==> src/rtl/instr_loader.sv <==
// Byte-stream instruction loader: packs UART bytes big-endian into words and writes them to instruction memory.
// Optional trailing checksum byte after the halt word when INSTR_LOADER_CHECKSUM_EN is defined.
module instr_loader #(
  parameter int DATA_WIDTH = 32,
  parameter int ADDR_INCR  = 4,
  parameter int MAX_WORDS  = 256,
  parameter logic [DATA_WIDTH-1:0] HALT_WORD = 32'hFFFF_FFFF
) (
  input  logic                         i_clock,
  input  logic                         i_reset,
  input  logic                         i_start,
  input  logic [7:0]                   i_rx_data,
  input  logic                         i_rx_valid,
  output logic                         o_rx_ready,
  output logic [DATA_WIDTH-1:0]        o_instruccion,
  output logic [DATA_WIDTH-1:0]        o_address,
  output logic                         o_write,
  output logic                         o_loading,
  output logic                         o_done,
  output logic                         o_overflow,
  output logic [$clog2(MAX_WORDS):0]   o_word_count,
  output logic                         o_chk_err
);

  localparam int CNT_W = $clog2(MAX_WORDS) + 1;
  localparam int BYTES = DATA_WIDTH / 8;
  localparam int BC_W  = (BYTES > 1) ? $clog2(BYTES) : 1;

  localparam logic [2:0] IDLE  = 3'd0;
  localparam logic [2:0] RECV  = 3'd1;
  localparam logic [2:0] WRITE = 3'd2;
  localparam logic [2:0] DONE  = 3'd3;
`ifdef INSTR_LOADER_CHECKSUM_EN
  localparam logic [2:0] CHK   = 3'd4;
`endif

  logic [2:0]            state;
  logic [BC_W-1:0]       byte_cnt;
  logic [CNT_W-1:0]      word_cnt;
  logic [CNT_W-1:0]      next_cnt;
  logic [DATA_WIDTH-1:0] shift_reg;
  logic [DATA_WIDTH-1:0] next_word;
  logic                  overflow;
`ifdef INSTR_LOADER_CHECKSUM_EN
  logic [7:0]            xor_sum;
  logic                  chk_err;
`endif

  assign next_cnt  = word_cnt + CNT_W'(1);
  assign next_word = {shift_reg[DATA_WIDTH-9:0], i_rx_data};

  // Status outputs are pure decodes of the state register, so ready never depends on valid.
  assign o_write      = (state == WRITE);
  assign o_done       = (state == DONE);
  assign o_overflow   = overflow;
  assign o_word_count = word_cnt;
`ifdef INSTR_LOADER_CHECKSUM_EN
  assign o_rx_ready = (state == RECV) || (state == CHK);
  assign o_loading  = (state == RECV) || (state == WRITE) || (state == CHK);
  assign o_chk_err  = chk_err;
`else
  assign o_rx_ready = (state == RECV);
  assign o_loading  = (state == RECV) || (state == WRITE);
  assign o_chk_err  = 1'b0;
`endif

  always_ff @(posedge i_clock or negedge i_reset) begin
    if (!i_reset) begin
      state         <= IDLE;
      byte_cnt      <= '0;
      word_cnt      <= '0;
      shift_reg     <= '0;
      overflow      <= 1'b0;
      o_instruccion <= '0;
      o_address     <= '0;
`ifdef INSTR_LOADER_CHECKSUM_EN
      xor_sum       <= '0;
      chk_err       <= 1'b0;
`endif
    end else begin
      case (state)
        IDLE, DONE: begin
          if (i_start) begin
            state     <= RECV;
            byte_cnt  <= '0;
            word_cnt  <= '0;
            shift_reg <= '0;
            overflow  <= 1'b0;
`ifdef INSTR_LOADER_CHECKSUM_EN
            xor_sum   <= '0;
            chk_err   <= 1'b0;
`endif
          end
        end
        RECV: begin
          if (i_rx_valid) begin
            shift_reg <= next_word;
`ifdef INSTR_LOADER_CHECKSUM_EN
            xor_sum   <= xor_sum ^ i_rx_data;
`endif
            // Word and address are latched here so they are stable through WRITE and afterwards.
            if (byte_cnt == BC_W'(BYTES - 1)) begin
              byte_cnt      <= '0;
              state         <= WRITE;
              o_instruccion <= next_word;
              o_address     <= DATA_WIDTH'(word_cnt) * DATA_WIDTH'(ADDR_INCR);
            end else begin
              byte_cnt <= byte_cnt + BC_W'(1);
            end
          end
        end
        WRITE: begin
          word_cnt <= next_cnt;
          if (o_instruccion == HALT_WORD) begin
`ifdef INSTR_LOADER_CHECKSUM_EN
            state <= CHK;
`else
            state <= DONE;
`endif
          end else if (next_cnt == CNT_W'(MAX_WORDS)) begin
            state    <= DONE;
            overflow <= 1'b1;
          end else begin
            state <= RECV;
          end
        end
`ifdef INSTR_LOADER_CHECKSUM_EN
        CHK: begin
          if (i_rx_valid) begin
            chk_err <= (i_rx_data != xor_sum);
            state   <= DONE;
          end
        end
`endif
        default: state <= IDLE;
      endcase
    end
  end

endmodule

==> config.mk <==
export PLATFORM = sky130hd
export DESIGN_NAME = instr_loader
export DESIGN_NICKNAME = d
export VERILOG_FILES = /design/src/rtl/instr_loader.sv
export SDC_FILE = /design/constraint.sdc
export NUM_CORES = 1
export LEC_CHECK = 0
export BUFFER_PORTS_ARGS = -buffer_cell sky130_fd_sc_hd__buf_4
export CAP_MARGIN = 20
export CORE_MARGIN = 5
export CORE_UTILIZATION = 30
export CTS_CLUSTER_DIAMETER = 50
export DETAILED_ROUTE_END_ITERATION = 7
export PLACE_DENSITY = 0.54
export SLEW_MARGIN = 20
export SYNTH_ARGS = -nofsm -noshare
export SYNTH_HDL_FRONTEND = slang
export SYNTH_SLANG_ARGS = --single-unit
==> constraint.sdc <==
create_clock -name i_clock -period 4.27 [get_ports i_clock]
set_input_delay 0.2135 -clock i_clock [delete_from_list [all_inputs] [get_ports i_clock]]
set_output_delay 0.2135 -clock i_clock [all_outputs]
set_load 0.01 [all_outputs]
== Yosys cells after proc, flatten, opt, wreduce, memory -nomap -nowiden ==
Cells that the tools add are included.
Storage, ports and cells
  flip-flop bits (word level): 80
  input port bits: 12
  logic and storage cells: 49
Cells by class
  add/sub/neg operators: 2
  equal/unequal tests: 11
  multiplexer cells: 19
  reduce and logical (&&, ||, !) cells: 10
Operators by type and width (number)
  24-bit two-way mux: 2
  24-bit case mux with 2 select lines: 1
  32-bit equality test, second input constant: 1
  9-bit case mux with 2 select lines: 1
  2-bit two-way mux: 5
  9-bit by 1-bit adder with 9-bit output, second input constant: 1
  9-bit equality test, second input constant: 1
  3-bit two-way mux: 3
  9-bit two-way mux: 1
  3-bit case mux with 3 select lines: 1
  3-bit AND reduction: 3
  3-bit by 2-bit equality test with 1-bit output, second input constant: 2
  2-bit != test, second input constant: 3
  2-bit by 1-bit != test with 1-bit output, second input constant: 2
  2-bit case mux with 2 select lines: 1
  4-bit AND reduction: 1
  2-bit nonzero test: 2
  3-bit by 1-bit equality test with 1-bit output, second input constant: 1
  3-bit logical NOT: 1
  1-bit two-way mux: 3
  2-bit by 1-bit adder with 2-bit output, second input constant: 1
  2-bit equality test, second input constant: 1
  1-bit case mux with 2 select lines: 1
  2-bit AND reduction: 1
  other kinds (2): 2

== Depth between registers and ports, before layout ==
Gate-level depths: netlist of run 1.
  depth in word-level cells: 5
  mapped depth: 8
  gate-level depth less buffers: 7

== Least setup slack after synthesis of run 1 ==
Ideal clock, no wire load.
  kind: register to register
  start point: register state[0]
  end point: register word_cnt[8] (netlist: o_word_count[8])
  setup time: 121 ps
  arrival: 1636 ps
  setup slack: 2513 ps
  stages on the path, launching flop included: 8
  path buffers: 0
  path through: dfrtp_1 -> inv_1 -> ha_1 -> inv_2 -> nor2_2 -> nor2_1 -> mux2_2 -> a22o_1
On the way
  longest elaborated chain between the ends: 4
  elaborated cells on any way between the ends: 8
  classes of those cells: eq/ne: 3; mux: 1; reduce/logical: 4
RTL lines
  start: declaration: RTL line 37  | logic [2:0] state;
  start signal: assignment: RTL line 69  | state <= IDLE;
  start signal: assignment: RTL line 84  | state <= RECV;
  start signal: assignment: RTL line 104  | state <= WRITE;
  3-bit by 2-bit equality test with 1-bit output / 3-bit logical NOT (equally long branches): RTL line 81  | case (state)
  2-bit OR reduction: RTL line 81
  2-bit != test (no source line) / 2-bit nonzero test (equally long branches)
  2-bit AND reduction (no source line)
  end signal: assignment: RTL line 113  | word_cnt <= next_cnt;
  end: declaration: RTL line 39  | logic [CNT_W-1:0] word_cnt;
Several ways; a longest one is shown, not always the timed one.
A chain may end at the register's enable or synchronous reset.

== Final worst setup path of run 1 ==
  start point: register state[0]
  end point: register shift_reg[11]
On the way
  longest elaborated chain between the ends: 4
  elaborated cells on any way between the ends: 9
  classes of those cells: eq/ne: 4; mux: 1; reduce/logical: 4
RTL lines
  3-bit by 2-bit equality test with 1-bit output / 3-bit logical NOT (equally long branches): RTL line 81
  2-bit OR reduction: RTL line 81
  2-bit != test (no source line) / 2-bit nonzero test (equally long branches)
  3-bit AND reduction (no source line)
  end signal: assignment: RTL line 97  | shift_reg <= next_word;
  end: declaration: RTL line 41  | logic [DATA_WIDTH-1:0] shift_reg;
Several ways; a longest one is shown, not always the timed one.

==> flow_summary.toml, run 1 <==
[synthesis]
synth_xor_area_frac = 0.00476
seq_area_frac_synth = 0.538
synthMuxAreaShare = 0.134
synth_cell_type_count = 41
yosys_warnings = 0
synth_seq_cells = 79
synth_simple_gate_area_frac = 0.160
synth_ff_type = "dfrtp_1"
synth_top_family_by_area = "simple AND/OR/NAND/NOR gates"
synth_adder_area_share = 0.0238
postSynth.asyncResetShare = 1.00
synth-edff-count = 0
syn_area_sq_um = 3680
synth_compound_area_frac = 0.0629
syn_area_per_cell_sq_um = 11.0
synth_cells = 335

[die]
coreArea_sq_um = 12000
die_area_sq_um = 14600
placementRows = 40
die_height_microns = 121
ios = 91
initial_core_util = 0.306
chipWidth_microns = 121

[setup_path]
critPathKind = "flip-flop to flip-flop"
endpoint_kind = "flip-flop"
worstPathArrival_ns = 2.59
setup.worst_path.start_class = "flip-flop"
worstPathRequired_ns = 4.55
path_buf_inv = 1
r2r_setup_slack_ns = 1.96
slowest_delay_ns = 0.65
crit_family = "simple AND/OR/NAND/NOR gates"
critical-path-slowest-cell = "o211a_2"
cp_cell_sequence = "inv_1 > ha_1 > nand2b_1 > o211a_2 > nand3_1 > nand2_1"
cp_max_fo = 25

[global_route]
grt_max_degree = 80
grt_overflow_total = 0
grt_pass1_vias = 2548
grt_pass1_wl_microns = 13700
antenna_found_initial = 0
track_usage = 0.120

[timing]
maxSlewViolCount = 0
grt_setup_unrepaired = "false"
fin_worst_skew_ns = 0.00595
fin_crit_ns = 2.31
fmax_ghz = 0.432
finalCritPeriodShare = 0.542
setup-tns-final_ns = 0
hold_viol = 0
relSlewSlack = 0.468
setup_violations = 0
worstMarginPinSlew_ns = 0.792
setup_slack_ns = 1.96

[route]
drtPass1Iterations = 4
wl_microns = 8490
drcViolationCount = 0
drt_iter0_drc = 104
antenna_left = 0
avgRoutedWirePerCell_microns = 15.4
viasPerCell = 4.72
vias = 2595

[placed_design]
gp_congestion = 0.788
io_buffers = 66
place_ws_ns = 2.04
dp_hpwl_microns = 5760

[finish]
synthToLayoutAreaGrowth_pct = 22.9
largest_reg_flops = 32
drive_above_1_share = 0.333
insertedDiodeCount = 0
nNetsFinal = 417

[cts]
numCtsBuffers = 9
clk_latency_ns = 0.34
cts_root_buf = "clkbuf_16"
clk_path_buf_depth = 2
htree_levels = 3
cts.sinks = 79
cts_tree = "built"
clkTransAtPathRegs_ns = 0.06

[power_and_ir_drop]
internal_power_w = 0.00172
swShare = 0.352
power.density_nw_per_um2 = 589
switching_power_w = 0.000937
leakagePower_nw = 2.31
peakVddDrop_uv = 218
combinationalPowerShare = 0.301
power_frac_seq = 0.423
power_frac_clock = 0.275

[min_path]
hold_path.class = "input pin to flip-flop"

[flow_run]
maxCapViolCount = 0

[outcome]
status = "finished, final reports clean"
Yosys cell counts, types with 6 or more instances:
master	instances	area, sq um
nor2_1	7	26.3
dfrtp_1	79	1980
nand3_1	30	150
nand4_1	8	50.1
nand2_1	65	244
ha_1	7	87.6
buf_4	24	180
mux2_2	42	473
a22o_1	6	52.6
o21ai_0	9	45.0
buf_2	8	40.0
layout make-up:
type | count | area, sq um
clock buffer | 12 | 256
clock inverter | 4 | 30.0
fill | 1202 | 7490
inverter | 4 | 15.0
multi-input combinational | 235 | 1520
sequential | 79 | 1980
tap | 147 | 184
timing repair buffer | 69 | 537
power groups by stage:
stage / sequential, W / clock [W] / combinational, W
detailed placement: 0.00114 / 0 / 0.000802
floorplan: 0.00114 / 0 / 0.000466
global placement: 0.00113 / 0 / 0.000781
global route: 0.00115 / 0.000781 / 0.000897
finish: 0.00113 / 0.000733 / 0.000801
CTS: 0.00113 / 0.000746 / 0.000803
per-layer routing:
metal | track usage | vias up | share of wire
li1 | - | 1249 | -
met1 | 0.163 | 1271 | 0.48
met2 | 0.180 | 63 | 0.46
met3 | 0.0253 | 12 | 0.040
met4 | 0.0609 | 0 | 0.019
met5 | 0 | - | 0
cells in the final DEF, fill, tap and decap left out, types with 6 or more instances in the layout:
cell type / netlist / layout
dfrtp_1: 79 / 79
buf_4: 24 / 66
nand2_1: 65 / 65
mux2_2: 42 / 42
nand3_1: 30 / 29
conb_1: 1 / 24
o21ai_0: 9 / 9
clkbuf_16: 0 / 9
nand4_1: 8 / 8
nor2_1: 7 / 7
ha_1: 7 / 7
a22o_1: 6 / 6
path summary, 6_finish.rpt:
path / cells past startpoint / to / start
hold / removal: 3 / shift_reg[7] / i_rx_data[7]
hold reg to reg: 2 / shift_reg[21] / shift_reg[21]
setup / recovery: 6 / shift_reg[11] / state[0]
min in group asynchronous: 2 / o_address[7] / i_reset
setup reg to reg: 6 / shift_reg[11] / state[0]
max in group asynchronous: 2 / shift_reg[20] / i_reset
worst register-to-register path, delay by kind of cell, from the launching register on:
family | cells | cell delay [ns]
adders and majority gates | 1 | 0.42
and+or+nand+nor | 3 | 0.70
AOI/OAI and AO/OA | 1 | 0.65
buffers and inverters | 1 | 0.07
DFF | 1 | 0.42
through the flow:
stage               total power (W)   util  std cells  hold WS, ns  instance area [sq um]
finish                      0.00266  0.376        550        0.116                   4520
global route                0.00283  0.376        550        0.117                   4520
detailed placement          0.00194  0.351        533        0.451                   4210
floorplan                   0.00160      -        358      -0.0821                   3760
CTS                         0.00268  0.374        549       0.0893                   4500
global placement            0.00191  0.349        532        0.437                   4190
what timing repair did:
item	4_1_cts	5_1_grt
gates resized for setup	0	0
hold buffers	0	1
setup buffers	0	0
hold endpoints to repair	0	47
cell families (layout without fill, tap and decap cells):
logic type | Yosys count | in the layout
compound gates | 33 | 33
xor+xnor | 2 | 2
fa+ha+maj | 7 | 7
buf+inv | 44 | 89
flops | 79 | 79
mux | 44 | 44
other cells | 1 | 24
simple gates | 125 | 125
Power figures use the tool's default switching activity.
==> run 2: changes to the inputs <==
--- a/config.mk
+++ b/config.mk
@@ -5,6 +5,7 @@
 export SDC_FILE = /design/constraint.sdc
 export NUM_CORES = 1
 export LEC_CHECK = 0
+export ABC_AREA = 1
 export BUFFER_PORTS_ARGS = -buffer_cell sky130_fd_sc_hd__buf_4
 export CAP_MARGIN = 20
 export CORE_MARGIN = 5
==> constraint.sdc (replaced) <==
create_clock -name i_clock -period 2.33 [get_ports i_clock]
set_input_delay 0.1165 -clock i_clock [delete_from_list [all_inputs] [get_ports i_clock]]
set_output_delay 0.1165 -clock i_clock [all_outputs]
set_load 0.01 [all_outputs]
==> run 2 against run 1 <==
Effect of this change:
- core utilization fell by 0.23 points
- first-iteration DRC count rose by 32%
- count of clock-buffer cells in the layout fell by 2
- non-clock buffer count rose by 4
- global-route usage rose by 0.10 points
- critical path depth rose by 2
- fmax rose by 22%
- worst setup slack got worse by 1.5 ns
- sequential share of layout area rose by 0.64 points
- synthesized area fell by 1.9%
- clock power rose by 83%
- largest cell class unchanged
- largest power group unchanged
==> flow_summary.toml, run 2 <==
[setup_path]
slowest_delay_ns = 0.42
worstPathArrival_ns = 2.17
critPathKind = "flip-flop to flip-flop"
cp_max_fo = 52
crit_family = "buffers and inverters"
cp_cell_sequence = "inv_1 > ha_1 > inv_1 > nor2_2 > a211oi_4 > buf_4 > nand3_1 > o21ai_0"
path_buf_inv = 3
critical-path-slowest-cell = "dfrtp_1"
worstPathRequired_ns = 2.59
cp_common_cell = "inv_1"
endpoint_kind = "flip-flop"
setup.worst_path.start_class = "flip-flop"

[global_route]
grt_overflow_total = 0
met1_usage = 0.157
use_met3 = 0.0495
antenna_found_initial = 0
busiest_layer = "met2"
grt_pass1_vias = 2745
met2_usage = 0.182
grt_max_degree = 53
track_usage = 0.121
grt_pass1_wl_microns = 13800

[finish]
register_area_sq_um = 1980
final_common_cell = "dfrtp_1"
multiInputGateArea_sq_um = 1260
drive_above_1_share = 0.215
stdcell_area_sq_um = 4450
layout_common_cells = "dfrtp_1, nand2_1, buf_4"
largest_reg_flops = 32
utilization = 0.374
nNetsFinal = 484
synthToLayoutAreaGrowth_pct = 23.5
fillers = 1205
insertedDiodeCount = 0

[cts]
cts_hold_buf = 1
post_cts_buffers = 0
cts.sinks = 79
htree_levels = 3
cts_resized = 0
clk_latency_ns = 0.34
cts_root_buf = "clkbuf_16"
cts_tree = "built"
clkTransAtPathRegs_ns = 0.06
numCtsBuffers = 9
clk_path_buf_depth = 2

[timing]
fin_crit_ns = 1.90
fin_worst_skew_ns = 0.00745
worstMarginPinSlew_ns = 0.618
grt_setup_unrepaired = "false"
setup_violations = 0
relSlewSlack = 0.588
setup-tns-final_ns = 0
hold_viol = 0
setup_slack_ns = 0.427
maxSlewViolCount = 0
fmax_ghz = 0.525
finalCritPeriodShare = 0.817
final.hold.worst_slack_ns = 0.0172

[synthesis]
synthTopCellsByArea = "dfrtp_1, o21ai_0, nand2_1"
synthMuxAreaShare = 0.0250
synth_simple_gate_area_frac = 0.159
synth_top_family_by_area = "simple AND/OR/NAND/NOR gates"
synth_most_common_cell = "dfrtp_1"
syn_area_sq_um = 3610
synth_xor_area_frac = 0.00243
seq_area_frac_synth = 0.548
syn_area_per_cell_sq_um = 9.04
postSynth.asyncResetShare = 1.00
synth_adder_area_share = 0.0243
synth_cell_type_count = 24
synth_ff_type = "dfrtp_1"
synth-edff-count = 0
synth_top_area_frac = 0.548
yosys.area.top_type = "dfrtp_1"
synth_cells = 399
synth_compound_area_frac = 0.113
synth_common_cells = "dfrtp_1, nand2_1, o21ai_0"
synth_seq_cells = 79
yosys_warnings = 0

[route]
viasPerCell = 4.42
drtPass1Iterations = 4
drcViolationCount = 0
wl_microns = 8200
antenna_left = 0
avgRoutedWirePerCell_microns = 13.3
drt_iter0_drc = 137
vias = 2727

[placed_design]
place_area_sq_um = 4160
dp_hpwl_microns = 5840
gp_congestion = 0.779
io_buffers = 66
place_ws_ns = 0.445

[power_and_ir_drop]
power.density_nw_per_um2 = 1150
peakVddDrop_uv = 516
leakagePower_nw = 2.17

[flow_run]
maxCapViolCount = 0

[die]
die_area_sq_um = 14300
placementRows = 40
ios = 91
initial_core_util = 0.303
die_height_microns = 120
coreArea_sq_um = 11900
chipWidth_microns = 120

[outcome]
status = "finished, final reports clean"

[min_path]
hold_path.class = "input pin to flip-flop"
run 2: cell types whose count changed in the layout (fill, tap and decap cells not counted), sizes merged, moves of 3 or more:
cell,delta
nor2,+12
nor4,-3
mux2,-34
o21ai,+57
nor3,-3
nand2,+9
a22o,-6
inv,+48
buf,+4
run 2: final timing paths:
check                               endpoint         start  cells past startpoint  slack, ns
max                            shift_reg[13]      state[0]                      8       0.43
min                         o_instruccion[2]  i_rx_data[2]                      2       0.02
max reg2reg                    shift_reg[13]      state[0]                      8       0.43
min reg2reg                     o_address[9]  o_address[9]                      2       0.49
max in group asynchronous  o_instruccion[26]       i_reset                      3       1.41
min in group asynchronous   o_instruccion[0]       i_reset                      2       0.33
run 2: cells by family after synthesis:
| logic type | count (synthesis) |
|---|---|
| muxes | 8 |
| adders and majority gates | 7 |
| other | 1 |
| xor gates and xnor gates | 1 |
| and+or+nand+nor | 135 |
| buffers and inverters | 91 |
| DFF | 79 |
| AOI/OAI and AO/OA | 77 |
run 2: area by class of cell:
type / instances / share of cell area
flip-flops and latches: 79 / 0.444
repair buffers: 73 / 0.126
inverters: 50 / 0.0421
clock inverters: 6 / 0.00983
well taps: 147 / 0.0413
multi-input cells: 252 / 0.283
clock buffers: 10 / 0.0537
run 2: metal layers:
metal / routed length, microns / part of all wire
met5: 0 / 0
met4: 126 / 0.015
met3: 522 / 0.064
met2: 3710 / 0.45
met1: 3850 / 0.47
run 2: report_power, final:
group	internal, W	switching, W	leakage [nW]
logic	0.000707	0.00105	0.953
registers	0.00175	0.000266	1.08
clock network	0.000756	0.000580	0.139
total	0.00321	0.00190	2.17
run 2: metrics by stage:
| stage | power, W | cells |
|---|---|---|
| detailed placement | 0.00383 | 600 |
| global route | 0.00551 | 617 |
| finish | 0.00511 | 617 |
| global placement | 0.00378 | 600 |
| CTS | 0.00520 | 617 |
| floorplan | 0.00316 | 422 |
